$ cat src/rtl/xc_lut_opseq_pkg.sv
// xc_lut_opseq_pkg: shared widths, FSM encoding and latency for the xc.lut sequencer
package xc_lut_opseq_pkg;
  localparam int RF_AW = 5;
  localparam int XLEN = 32;
  typedef enum logic [2:0] {
    S_IDLE = 3'd0,
    S_FETCH12 = 3'd1,
    S_FETCH3 = 3'd2,
    S_EXEC = 3'd3,
    S_RESP = 3'd4
  } state_t;
`ifdef XC_LUT_FUSED_EN
  localparam int XC_LUT_LATENCY = 3;
`else
  localparam int XC_LUT_LATENCY = 4;
`endif
endpackage

$ cat src/rtl/xc_lut_opseq_if.sv
// xc_lut_opseq_if: request, GPR read-port and response signals of the xc.lut sequencer
interface xc_lut_opseq_if;
  import xc_lut_opseq_pkg::*;
  logic flush;
  logic req_valid;
  logic req_ready;
  logic [RF_AW-1:0] req_rs1;
  logic [RF_AW-1:0] req_rs2;
  logic [RF_AW-1:0] req_rs3;
  logic [RF_AW-1:0] req_rd;
  logic [RF_AW-1:0] rf_ra;
  logic [RF_AW-1:0] rf_rb;
  logic [XLEN-1:0] rf_da;
  logic [XLEN-1:0] rf_db;
  logic rsp_valid;
  logic rsp_ready;
  logic [RF_AW-1:0] rsp_rd;
  logic [XLEN-1:0] rsp_data;
  modport slave (
    input flush, req_valid, req_rs1, req_rs2, req_rs3, req_rd, rf_da, rf_db, rsp_ready,
    output req_ready, rf_ra, rf_rb, rsp_valid, rsp_rd, rsp_data
  );
  modport master (
    output flush, req_valid, req_rs1, req_rs2, req_rs3, req_rd, rf_da, rf_db, rsp_ready,
    input req_ready, rf_ra, rf_rb, rsp_valid, rsp_rd, rsp_data
  );
endinterface

$ cat src/rtl/xc_lut_opseq_b_lut.sv
// xc_lut_opseq_b_lut: each crs1 nibble selects one of 16 nibbles from {crs3, crs2}
module xc_lut_opseq_b_lut (
  input  logic [31:0] crs1,
  input  logic [31:0] crs2,
  input  logic [31:0] crs3,
  output logic [31:0] result
);
  logic [63:0] lut;
  assign lut = {crs3, crs2};
  for (genvar i = 0; i < 8; i++) begin : g_nib
    assign result[4*i +: 4] = lut[{crs1[4*i +: 4], 2'b00} +: 4];
  end
endmodule

$ cat src/rtl/xc_lut_opseq.sv
// xc_lut_opseq: two-read-port operand sequencer for xc.lut; XC_LUT_FUSED_EN folds EXEC into FETCH3
module xc_lut_opseq
  import xc_lut_opseq_pkg::*;
(
  input logic g_clk,
  input logic g_resetn,
  xc_lut_opseq_if.slave io
);
  state_t state;
  logic [RF_AW-1:0] rs3;
  logic [RF_AW-1:0] rd;
  logic [XLEN-1:0] crs1;
  logic [XLEN-1:0] crs2;
  logic [XLEN-1:0] lut_c3;
  logic [XLEN-1:0] lut_out;
  logic accept;
`ifdef XC_LUT_FUSED_EN
  assign lut_c3 = io.rf_da;
`else
  logic [XLEN-1:0] crs3;
  assign lut_c3 = crs3;
`endif
  assign io.req_ready = !io.flush && (state == S_IDLE || (state == S_RESP && io.rsp_ready));
  assign accept = io.req_valid && io.req_ready;
  xc_lut_opseq_b_lut u_b_lut (.crs1(crs1), .crs2(crs2), .crs3(lut_c3), .result(lut_out));
  always_ff @(posedge g_clk or negedge g_resetn)
    if (!g_resetn) begin
      state <= S_IDLE;
      rs3 <= '0;
      rd <= '0;
      crs1 <= '0;
      crs2 <= '0;
`ifndef XC_LUT_FUSED_EN
      crs3 <= '0;
`endif
      io.rf_ra <= '0;
      io.rf_rb <= '0;
      io.rsp_valid <= 1'b0;
      io.rsp_rd <= '0;
      io.rsp_data <= '0;
    end else if (io.flush) begin
      state <= S_IDLE;
      io.rf_ra <= '0;
      io.rf_rb <= '0;
      io.rsp_valid <= 1'b0;
    end else begin
      case (state)
        S_IDLE, S_RESP: begin
          if (state == S_RESP && io.rsp_ready) io.rsp_valid <= 1'b0;
          if (accept) begin
            rs3 <= io.req_rs3;
            rd <= io.req_rd;
            io.rf_ra <= io.req_rs1;
            io.rf_rb <= io.req_rs2;
            state <= S_FETCH12;
          end else if (state == S_RESP && io.rsp_ready) state <= S_IDLE;
        end
        S_FETCH12: begin
          crs1 <= io.rf_da;
          crs2 <= io.rf_db;
          io.rf_ra <= rs3;
          io.rf_rb <= '0;
          state <= S_FETCH3;
        end
        S_FETCH3: begin
          io.rf_ra <= '0;
`ifdef XC_LUT_FUSED_EN
          io.rsp_data <= lut_out;
          io.rsp_rd <= rd;
          io.rsp_valid <= 1'b1;
          state <= S_RESP;
`else
          crs3 <= io.rf_da;
          state <= S_EXEC;
`endif
        end
`ifndef XC_LUT_FUSED_EN
        S_EXEC: begin
          io.rsp_data <= lut_out;
          io.rsp_rd <= rd;
          io.rsp_valid <= 1'b1;
          state <= S_RESP;
        end
`endif
        default: state <= S_IDLE;
      endcase
    end
endmodule
$ cat src/flat_wrapper.sv
// flat-port wrapper written by rule: the top's interface ports become plain ports
module xc_lut_opseq_flat import xc_lut_opseq_pkg::*;
  (g_clk, g_resetn, io_flush, io_req_valid, io_req_rs1, io_req_rs2, io_req_rs3, io_req_rd, io_rf_da, io_rf_db, io_rsp_ready, io_req_ready, io_rf_ra, io_rf_rb, io_rsp_valid, io_rsp_rd, io_rsp_data);
  xc_lut_opseq_if io_i ();
  input logic g_clk;
  input logic g_resetn;
  input wire logic [$bits(io_i.flush)-1:0] io_flush;
  input wire logic [$bits(io_i.req_valid)-1:0] io_req_valid;
  input wire logic [$bits(io_i.req_rs1)-1:0] io_req_rs1;
  input wire logic [$bits(io_i.req_rs2)-1:0] io_req_rs2;
  input wire logic [$bits(io_i.req_rs3)-1:0] io_req_rs3;
  input wire logic [$bits(io_i.req_rd)-1:0] io_req_rd;
  input wire logic [$bits(io_i.rf_da)-1:0] io_rf_da;
  input wire logic [$bits(io_i.rf_db)-1:0] io_rf_db;
  input wire logic [$bits(io_i.rsp_ready)-1:0] io_rsp_ready;
  output wire logic [$bits(io_i.req_ready)-1:0] io_req_ready;
  output wire logic [$bits(io_i.rf_ra)-1:0] io_rf_ra;
  output wire logic [$bits(io_i.rf_rb)-1:0] io_rf_rb;
  output wire logic [$bits(io_i.rsp_valid)-1:0] io_rsp_valid;
  output wire logic [$bits(io_i.rsp_rd)-1:0] io_rsp_rd;
  output wire logic [$bits(io_i.rsp_data)-1:0] io_rsp_data;
  assign io_i.flush = io_flush;
  assign io_i.req_valid = io_req_valid;
  assign io_i.req_rs1 = io_req_rs1;
  assign io_i.req_rs2 = io_req_rs2;
  assign io_i.req_rs3 = io_req_rs3;
  assign io_i.req_rd = io_req_rd;
  assign io_i.rf_da = io_rf_da;
  assign io_i.rf_db = io_rf_db;
  assign io_i.rsp_ready = io_rsp_ready;
  assign io_req_ready = io_i.req_ready;
  assign io_rf_ra = io_i.rf_ra;
  assign io_rf_rb = io_i.rf_rb;
  assign io_rsp_valid = io_i.rsp_valid;
  assign io_rsp_rd = io_i.rsp_rd;
  assign io_rsp_data = io_i.rsp_data;
  xc_lut_opseq u_core (.g_clk(g_clk), .g_resetn(g_resetn), .io(io_i));
endmodule
$ cat config.mk
export PLATFORM = sky130hd
export DESIGN_NAME = xc_lut_opseq_flat
export DESIGN_NICKNAME = d
export VERILOG_FILES = /design/src/rtl/xc_lut_opseq_pkg.sv /design/src/rtl/xc_lut_opseq_if.sv /design/src/rtl/xc_lut_opseq_b_lut.sv /design/src/rtl/xc_lut_opseq.sv /design/src/flat_wrapper.sv
export SDC_FILE = /design/constraint.sdc
export NUM_CORES = 1
export LEC_CHECK = 0
export BUFFER_PORTS_ARGS = -buffer_cell sky130_fd_sc_hd__buf_2
export CORE_ASPECT_RATIO = 1.5
export CORE_MARGIN = 2
export CORE_UTILIZATION = 53
export CTS_CLUSTER_DIAMETER = 200
export CTS_CLUSTER_SIZE = 10
export DETAILED_ROUTE_END_ITERATION = 10
export MAX_ROUTING_LAYER = met4
export PLACE_DENSITY = 0.77
export SYNTH_ARGS = -nofsm -noshare
export SYNTH_HDL_FRONTEND = slang
export SYNTH_HIERARCHICAL = 1
export SYNTH_SLANG_ARGS = --single-unit
$ cat constraint.sdc
create_clock -name g_clk -period 1.7 [get_ports g_clk]
set_input_delay 0.085 -clock g_clk [delete_from_list [all_inputs] [get_ports g_clk]]
set_output_delay 0.085 -clock g_clk [all_outputs]
set_load 0.1 [all_outputs]
## Word level (Yosys, flattened, before mapping)

Cells that the tools add are included.

- Input bits: 89
- Output and inout bits: 49
- Bits in registers: 157

- Bitwise gates (word level): 1
- Equality and inequality tests: 7
- Shifts and indexed selects: 8
- Multiplexer cells: 13
- Reductions and logical operators: 17

Operators with widths:

| kind | number |
|---|---|
| 64-bit by 7-bit indexed part select with 4-bit output | 8 |
| 5-bit 2-to-1 mux | 4 |
| 5-bit case mux with 3 select lines | 1 |
| 3-bit case mux with 4 select lines | 1 |
| 2-bit AND reduction | 6 |
| 5-bit case mux with 2 select lines | 1 |
| 3-bit 2-to-1 mux | 3 |
| 3-bit by 2-bit == test with 1-bit output (second input constant) | 2 |
| 3-bit by 2-bit != test with 1-bit output (second input constant) | 2 |
| 3-bit nonzero test | 2 |
| 4-bit by 2-bit != test with 1-bit output (second input constant) | 1 |
| 4-bit nonzero test | 1 |
| 3-bit by 1-bit == test with 1-bit output (second input constant) | 1 |
| 3-bit == test (second input constant) | 1 |
| 1-bit logical AND | 3 |
| 3-bit logical NOT | 1 |
| 3-bit AND reduction | 1 |
| 1-bit 2-to-1 mux | 2 |
| 1-bit case mux with 2 select lines | 1 |
| 2-bit OR reduction | 1 |
| 1-bit logical NOT | 1 |
| 1-bit logical OR | 1 |
| 1-bit inverter | 1 |

## Depth between registers and ports, before layout

Gate-level depths: netlist of run 1.

- Word-level depth: 8
- Gate-level depth with buffers: 7
- Depth with buffers taken out: 4

## Modules after synthesis

The synthesis of run 1 kept the hierarchy.

By module, submodules not included:

| module | cells an instance | times used | area an instance (um^2) | sequential area each (um^2) |
|---|---|---|---|---|
| xc_lut_opseq | 376 | 1 | 6,192.2 | 3,928.8 |
| xc_lut_opseq_b_lut | 312 | 1 | 4,434.3 | 0.0 |

## Worst setup path after synthesis of run 1

Ideal clock, no wire load.

- Path type: reg-to-reg
- Start point: register u_core.state[2]
- End point: register u_core.rd[0]
- Slack: -0.796 ns
- Required time: 1.575 ns
- Clock period less this slack: 2.496 ns
- Arrival time: 2.371 ns
- Cell stages (with the launch flop): 7
- Cells stage by stage: dfrtp_1 buf_4 nor2b_1 nor4_4 nand2_1 buf_6 mux2_4

- Longest elaborated chain between the ends: 6
- Elaborated cells between the ends (all ways): 8

Ends and longest elaborated chain:

| what | RTL line | RTL |
|---|---|---|
| from (decl) | xc_lut_opseq.sv:9 | `state_t state;` |
| from (signal assigned) | xc_lut_opseq.sv:28 | `state <= S_IDLE;` |
| from (signal assigned) | xc_lut_opseq.sv:42 | `state <= S_IDLE;` |
| from (signal assigned) | xc_lut_opseq.sv:55 | `state <= S_FETCH12;` |
| 3-bit == test | xc_lut_opseq.sv:23 | `assign io.req_ready = !io.flush && (state == S_IDLE \|\| (state == S_RESP && io.rsp_ready));` |
| 1-bit logical AND | xc_lut_opseq.sv:23 |  |
| 1-bit logical OR (*) | xc_lut_opseq.sv:23 |  |
| 1-bit logical AND (*) | xc_lut_opseq.sv:23 |  |
| via io_req_ready | flat_wrapper.sv:16 | `output wire logic [$bits(io_i.req_ready)-1:0] io_req_ready;` |
| 1-bit logical AND (*) | xc_lut_opseq.sv:24 | `assign accept = io.req_valid && io.req_ready;` |
| 3-bit AND reduction (no source line) (*) | n/a |  |
| to (signal assigned) | xc_lut_opseq.sv:52 | `rd <= io.req_rd;` |
| to (decl) | xc_lut_opseq.sv:11 | `logic [RF_AW-1:0] rd;` |

The timed path passes the listed nets; every way through them passes the cells marked *.
A chain may end at the register's enable or synchronous reset.

## Worst setup path in the final report of run 1

- Start point: register u_core.crs1[28]
- End point: register u_core.io.rsp_data[28]

- Longest elaborated chain between the ends: 1

Ends and longest elaborated chain:

| what | RTL line | RTL |
|---|---|---|
| from (decl) | xc_lut_opseq.sv:12 | `logic [XLEN-1:0] crs1;` |
| from (signal assigned) | xc_lut_opseq.sv:59 | `crs1 <= io.rf_da;` |
| 64-bit by 7-bit indexed part select with 4-bit output | xc_lut_opseq_b_lut.sv:11 | `assign result[4*i +: 4] = lut[{crs1[4*i +: 4], 2'b00} +: 4];` |
| via u_core.lut_out[28] | xc_lut_opseq.sv:15 | `logic [XLEN-1:0] lut_out;` |
| to (signal assigned) | xc_lut_opseq.sv:79 | `io.rsp_data <= lut_out;` |
| to (decl) | xc_lut_opseq_if.sv:21 | `output req_ready, rf_ra, rf_rb, rsp_valid, rsp_rd, rsp_data` |

The timed path passes the listed nets, and every way through them passes these cells.

==> flow_summary.yaml, run 1 <==
critical_path:
  crit_fanout: 4
  path_class: "reg2reg"
  start_kind: "flip-flop"
  cpPeakStageDelay_ps: 510
  critPathMostFrequentCell: "buf_6"
  crit_arrival_ps: 2220
  crit_path_top_delay_cell: "mux4_2"
  crit_buf_inv: 2
  critPathTopFamily: "multiplexers"
  crit_chain: "buf_6 -> buf_6 -> mux4_2 -> a22oi_2 -> nand3_2 -> mux2_4"
  critPathRequiredTime_ps: 2030
  end_kind: "flip-flop"
synth:
  syn-cell-area_mm2: 0.0106
  synth.avg_cell_area_um2: 15.4
  ys.flop_type: "dfrtp_1"
  synth-edff-count: 0
  async_reset_ff_frac: 1.00
  yosysWarnings: 6
  ys_ff_latch: 157
  ys_types: 33
  ys_seq_area_frac: 0.370
  syn_inst: 688
  syn_nets: 777
sta:
  setup_violations: 32
  rsz0062_at_grt: "true"
  setup_ws_ps: -189
  hold_viol: 0
  setup_tns_ps: -3590
  post-route-period-util: 1.11
  tightestPinTransition_ps: 591
  fmax_mhz: 529
  fin_skew_ps: 11.6
  final.min_clock_period_ps: 1890
  relSlewSlack: 0.606
  slew_violations: 0
global_route:
  antenna_found_initial: 0
  overflow: 0
  grt_pass1_vias: 9043
  grt.total_usage: 0.353
  grt_max_degree: 46
  grt_pass1_wl_um: 53600
clock_tree:
  clk_pin_slew_ps: 60
  clock_latency_ps: 440
  clockBufferDepth: 2
  tritoncts: "built"
  cts.sinks: 157
  numCtsBuffers: 17
  cts_max_level: 4
  cts-root-buf: "clkbuf_16"
drt:
  drcViolationCount: 0
  vias_per_cell: 6.81
  num_vias: 8810
  drt_pass1_iterations: 6
  wl_per_cell_um: 28.0
  drt-initial-drc-count: 1184
  totalWireLength_um: 36200
  drtAntennaViolNets: 0
floorplanning:
  io_pins: 138
  start_util: 0.539
  coreArea_mm2: 0.0197
  rows: 63
  die-width_um: 120
  die_area_mm2: 0.0212
  dieHeight_um: 177
status:
  violations: "setup timing"
  status: "finished with violations"
cells_and_area:
  n_antenna_cell: 0
  multi_input_area_mm2: 0.00619
  drive_gt1_frac: 0.648
  seqCellArea_mm2: 0.00399
  fillCellCount: 1269
  fin_util: 0.720
  fin_area_mm2: 0.0142
  areaGrowthSynthToFinish_pct: 33.5
  nNetsFinal: 1110
placed_design:
  portBuffers: 137
  dpl.hpwl_um: 23500
  placed_area_mm2: 0.0122
  routabilityCongestion: 1.00
flow_run:
  maxCapViolCount: 0
hold_path:
  hold_class: "in2reg"
what timing repair did:
item                                    CTS  global route
endpoints found under the hold margin   239             0
gates resized for setup                 190            70
pin swaps                                43            28
gates cloned                              0             4
endpoints found under the setup margin   33           105
hold buffers                             84             0
buffers inserted                         16             7
worst register-to-register path: stages (launching register included):
cell and delay [ps]:
dfrtp_2 420, buf_6 140, buf_6 100, mux4_2 510
a22oi_2 190, nand3_2 150, mux2_4 280
layer usage:
layer  GRT usage  vias up  wire length [µm]
met4       0.226        0              2620
met5           -        -                 0
met2       0.564      764             17600
li1            -     3439                 -
met1       0.395     4397             12000
met3      0.0916      210              4050
cell type report:
class	count	area share
clock inverters	11	0.00838
inverters	6	0.00159
clock buffers	20	0.0315
repair buffers	366	0.218
well taps	260	0.0229
multi-input cells	473	0.437
flip-flops and latches	157	0.281
flip-flops by register name, indices dropped and copies added (netlist names), 5 cells and up:
| register | flops |
|---|---|
| u_core/rd | 5 |
| u_core/crs3 | 32 |
| u_core/rs3 | 5 |
| u_core/crs2 | 32 |
| u_core/crs1 | 32 |
| u_core/io.rsp_data | 32 |
| u_core/io.rf_ra | 5 |
| u_core/io.rsp_rd | 5 |
| u_core/io.rf_rb | 5 |
path summary, 6_finish.rpt:
kind	from	to	slack, ps	cells after the start
setup / recovery	u_core/crs1[28]	u_core/io.rsp_data[28]	-190	6
hold / removal	io_req_rs1[2]	u_core/io.rf_ra[2]	10	3
setup reg to reg	u_core/crs1[28]	u_core/io.rsp_data[28]	-190	6
hold reg to reg	u_core/io.rsp_rd[2]	u_core/io.rsp_rd[2]	500	1
max in group asynchronous	g_resetn	u_core/crs1[16]	900	3
min in group asynchronous	g_resetn	u_core/rd[3]	150	2
synth_stat cells, types with 6 or more instances:
library cell,n,area [µm²]
mux2_2,125,1410
nor2_1,12,45.0
mux4_2,16,360
inv_1,6,22.5
buf_2,8,40.0
a22oi_1,33,248
mux4_1,112,2940
clkbuf_1,8,30.0
buf_6,15,169
buf_4,11,82.6
buf_12,8,160
nand3_1,64,320
nor2b_1,18,113
dfrtp_1,157,3930
mux2_4,19,285
nand2_1,39,146
placed cells by master (no fill, tap or decap), drive strengths merged, types with 7 or more instances in the layout:
cell type | synthesis | final
nor2 | 15 | 15
mux4 | 128 | 128
buf | 44 | 278
clkinv | 0 | 7
clkbuf | 8 | 24
dlygate4sd3 | 0 | 84
dfrtp | 157 | 157
nand2 | 39 | 39
nor2b | 18 | 18
mux2 | 148 | 148
nand3 | 64 | 64
a22oi | 33 | 33
inv | 6 | 7
cell families (layout without fill, tap and decap cells):
family / Yosys count / in the layout / share of synthesized area
xor+xnor: 1 / 1 / 0.000824
simple gates: 146 / 146 / 0.0686
mux: 281 / 281 / 0.479
compound gates: 45 / 45 / 0.0314
flops: 157 / 157 / 0.370
buf+inv: 58 / 403 / 0.0503
through the flow:
stage	hold WS, ps	cells	worst slack, ps
finish	12.8	1293	-189
global route	23.9	1293	-231
CTS	2.01	1283	-126
detailed placement	43.8	1152	-325
global placement	46.2	1152	-294
floorplan	-211	688	-771
Power of run 1 is left out: the tool's default activity adds up to more than one toggle a clock period on the data nets, which glitch-free logic cannot reach.
==> run 2: changes to the inputs <==
Settings changed: CORE_MARGIN 2 to 4, CORE_UTILIZATION 53 to 59, PLACE_DENSITY 0.77 to 0.81, SKIP_CTS_REPAIR_TIMING from default to 1.
Clock period 1.7 ns to 1.96 ns, I/O delays scaled along.
==> flow_summary.yaml, run 2 (synthesis results as in run 1) <==
status:
  violations: "setup timing"
  status: "finished with violations"
placed_design:
  routabilityCongestion: 1.01
  portBuffers: 137
  dp.cells: 1017
  placed_area_mm2: 0.0114
  dpl.hpwl_um: 22100
floorplanning:
  coreArea_mm2: 0.0175
  dieHeight_um: 172
  die_area_mm2: 0.0203
  die-width_um: 118
  io_pins: 138
  start_util: 0.607
  rows: 59
sta:
  setup_ws_ps: -33.4
  hold_viol: 0
  slew_violations: 0
  fin_hold_ws_ps: 3.52
  tightestPinTransition_ps: 522
  relSlewSlack: 0.652
  fmax_mhz: 502
  final.min_clock_period_ps: 1990
  fin_skew_ps: 12.6
  rsz0062_at_grt: "true"
  setup_violations: 3
  post-route-period-util: 1.02
clock_tree:
  tritoncts: "built"
  clockBufferDepth: 2
  numCtsBuffers: 17
  cts_max_level: 4
  clock_latency_ps: 430
  cts-root-buf: "clkbuf_16"
  clk_pin_slew_ps: 70
  cts.sinks: 157
cells_and_area:
  areaGrowthSynthToFinish_pct: 22.8
  mostFrequentLayoutCells: "dfrtp_1 (143), buf_2 (137), mux2_2 (125)"
  final_common_cell: "dfrtp_1"
  nNetsFinal: 1008
  finalNonFillerCells: 1145
  fin_area_mm2: 0.0130
  fillCellCount: 1034
  n_antenna_cell: 0
  drive_gt1_frac: 0.443
drt:
  drt_pass1_iterations: 6
  totalWireLength_um: 33000
  vias_per_cell: 7.27
  wl_per_cell_um: 28.9
  drcViolationCount: 0
  drt-initial-drc-count: 842
  drtAntennaViolNets: 0
  num_vias: 8322
critical_path:
  end_kind: "flip-flop"
  start_kind: "flip-flop"
  critPathTopFamily: "multiplexers"
  crit_path_top_delay_cell: "mux4_2"
  rr_worst_depth: 6
  critPathRequiredTime_ps: 2270
  cpPeakStageDelay_ps: 480
  rr_endpoint: "u_core/io.rsp_data[25]"
  cp-endpoint: "u_core/io.rsp_data[25]"
  crit-reg2reg-launch: "u_core/crs1[24]"
  crit_arrival_ps: 2310
  crit_buf_inv: 2
  crit_cells: 6
  crit_chain: "clkbuf_2 -> buf_4 -> mux4_2 -> a22oi_1 -> nand3_1 -> mux2_2"
  crit_fanout: 4
  crit_start: "u_core/crs1[24]"
  path_class: "reg2reg"
  r2r_slack_ps: -30
pwr:
  leakagePower_uw: 0.00582
  power.density_mw_per_mm2: 1980
  ir_worst_vdd_v: 0.00113
global_route:
  antenna_found_initial: 0
  grt.total_usage: 0.315
  grt_max_degree: 74
  grt_pass1_vias: 8142
  grt_pass1_wl_um: 46800
  overflow: 0
flow_run:
  maxCapViolCount: 0
hold_path:
  hold_class: "in2reg"
==> run 2: how the worst min path moves through the flow <==
| stage | start | endpoint | slack, ps | cells after the start |
|---|---|---|---|---|
| final | io_flush | u_core/state[1] | 4 | 2 |
| after global routing | io_flush | u_core/state[1] | 9 | 2 |
| after CTS | g_resetn | u_core/io.rsp_rd[0] | -480 | 1 |
| after detailed placement | g_resetn | u_core/io.rsp_rd[0] | -20 | 1 |
| after global placement | g_resetn | u_core/io.rsp_rd[0] | -20 | 1 |
| after floorplan | g_resetn | u_core/crs1[0] | -200 | 0 |
==> run 2: stage by stage <==
| step | util | total power, µW | setup TNS, ps | worst slack, ps |
|---|---|---|---|---|
| floorplan | - | 17500 | -5160 | -511 |
| global placement | 0.653 | 20400 | -231 | -43.9 |
| detailed placement | 0.653 | 20900 | -882 | -96.9 |
| CTS | 0.689 | 24500 | -1460 | -113 |
| global route | 0.746 | 26600 | -158 | -60.3 |
| finish | 0.746 | 25800 | -67.0 | -33.4 |
==> run 2: per-layer routing <==
metal / vias up / GRT usage / routed length [µm]
met5: - / - / 0
met4: 0 / 0.178 / 2120
met3: 188 / 0.0808 / 3250
met2: 689 / 0.514 / 16400
met1: 4127 / 0.359 / 11300
li1: 3318 / - / -
==> run 2: where the power goes <==
| group | internal, µW | switching (µW) |
|---|---|---|
| logic | 7050 | 6990 |
| clock network | 2140 | 1390 |
| registers | 4700 | 3540 |
==> run 2: cell type report <==
class / count / area (µm²) / share of cell area
Clock buffer: 19 / 433 / 0.0332
Clock inverter: 13 / 188 / 0.0144
Inverter: 6 / 22.5 / 0.00173
Multi-Input combinational cell: 473 / 6220 / 0.477
Sequential cell: 157 / 3950 / 0.302
Tap cell: 213 / 267 / 0.0204
Timing Repair Buffer: 264 / 1970 / 0.151
==> run 2: worst reg2reg max path: stages (launching register included) <==
cell and delay [ps]:
dfrtp_2 390, clkbuf_2 200, buf_4 140, mux4_2 480
a22oi_1 230, nand3_1 150, mux2_2 290
Power figures use the tool's default switching activity.
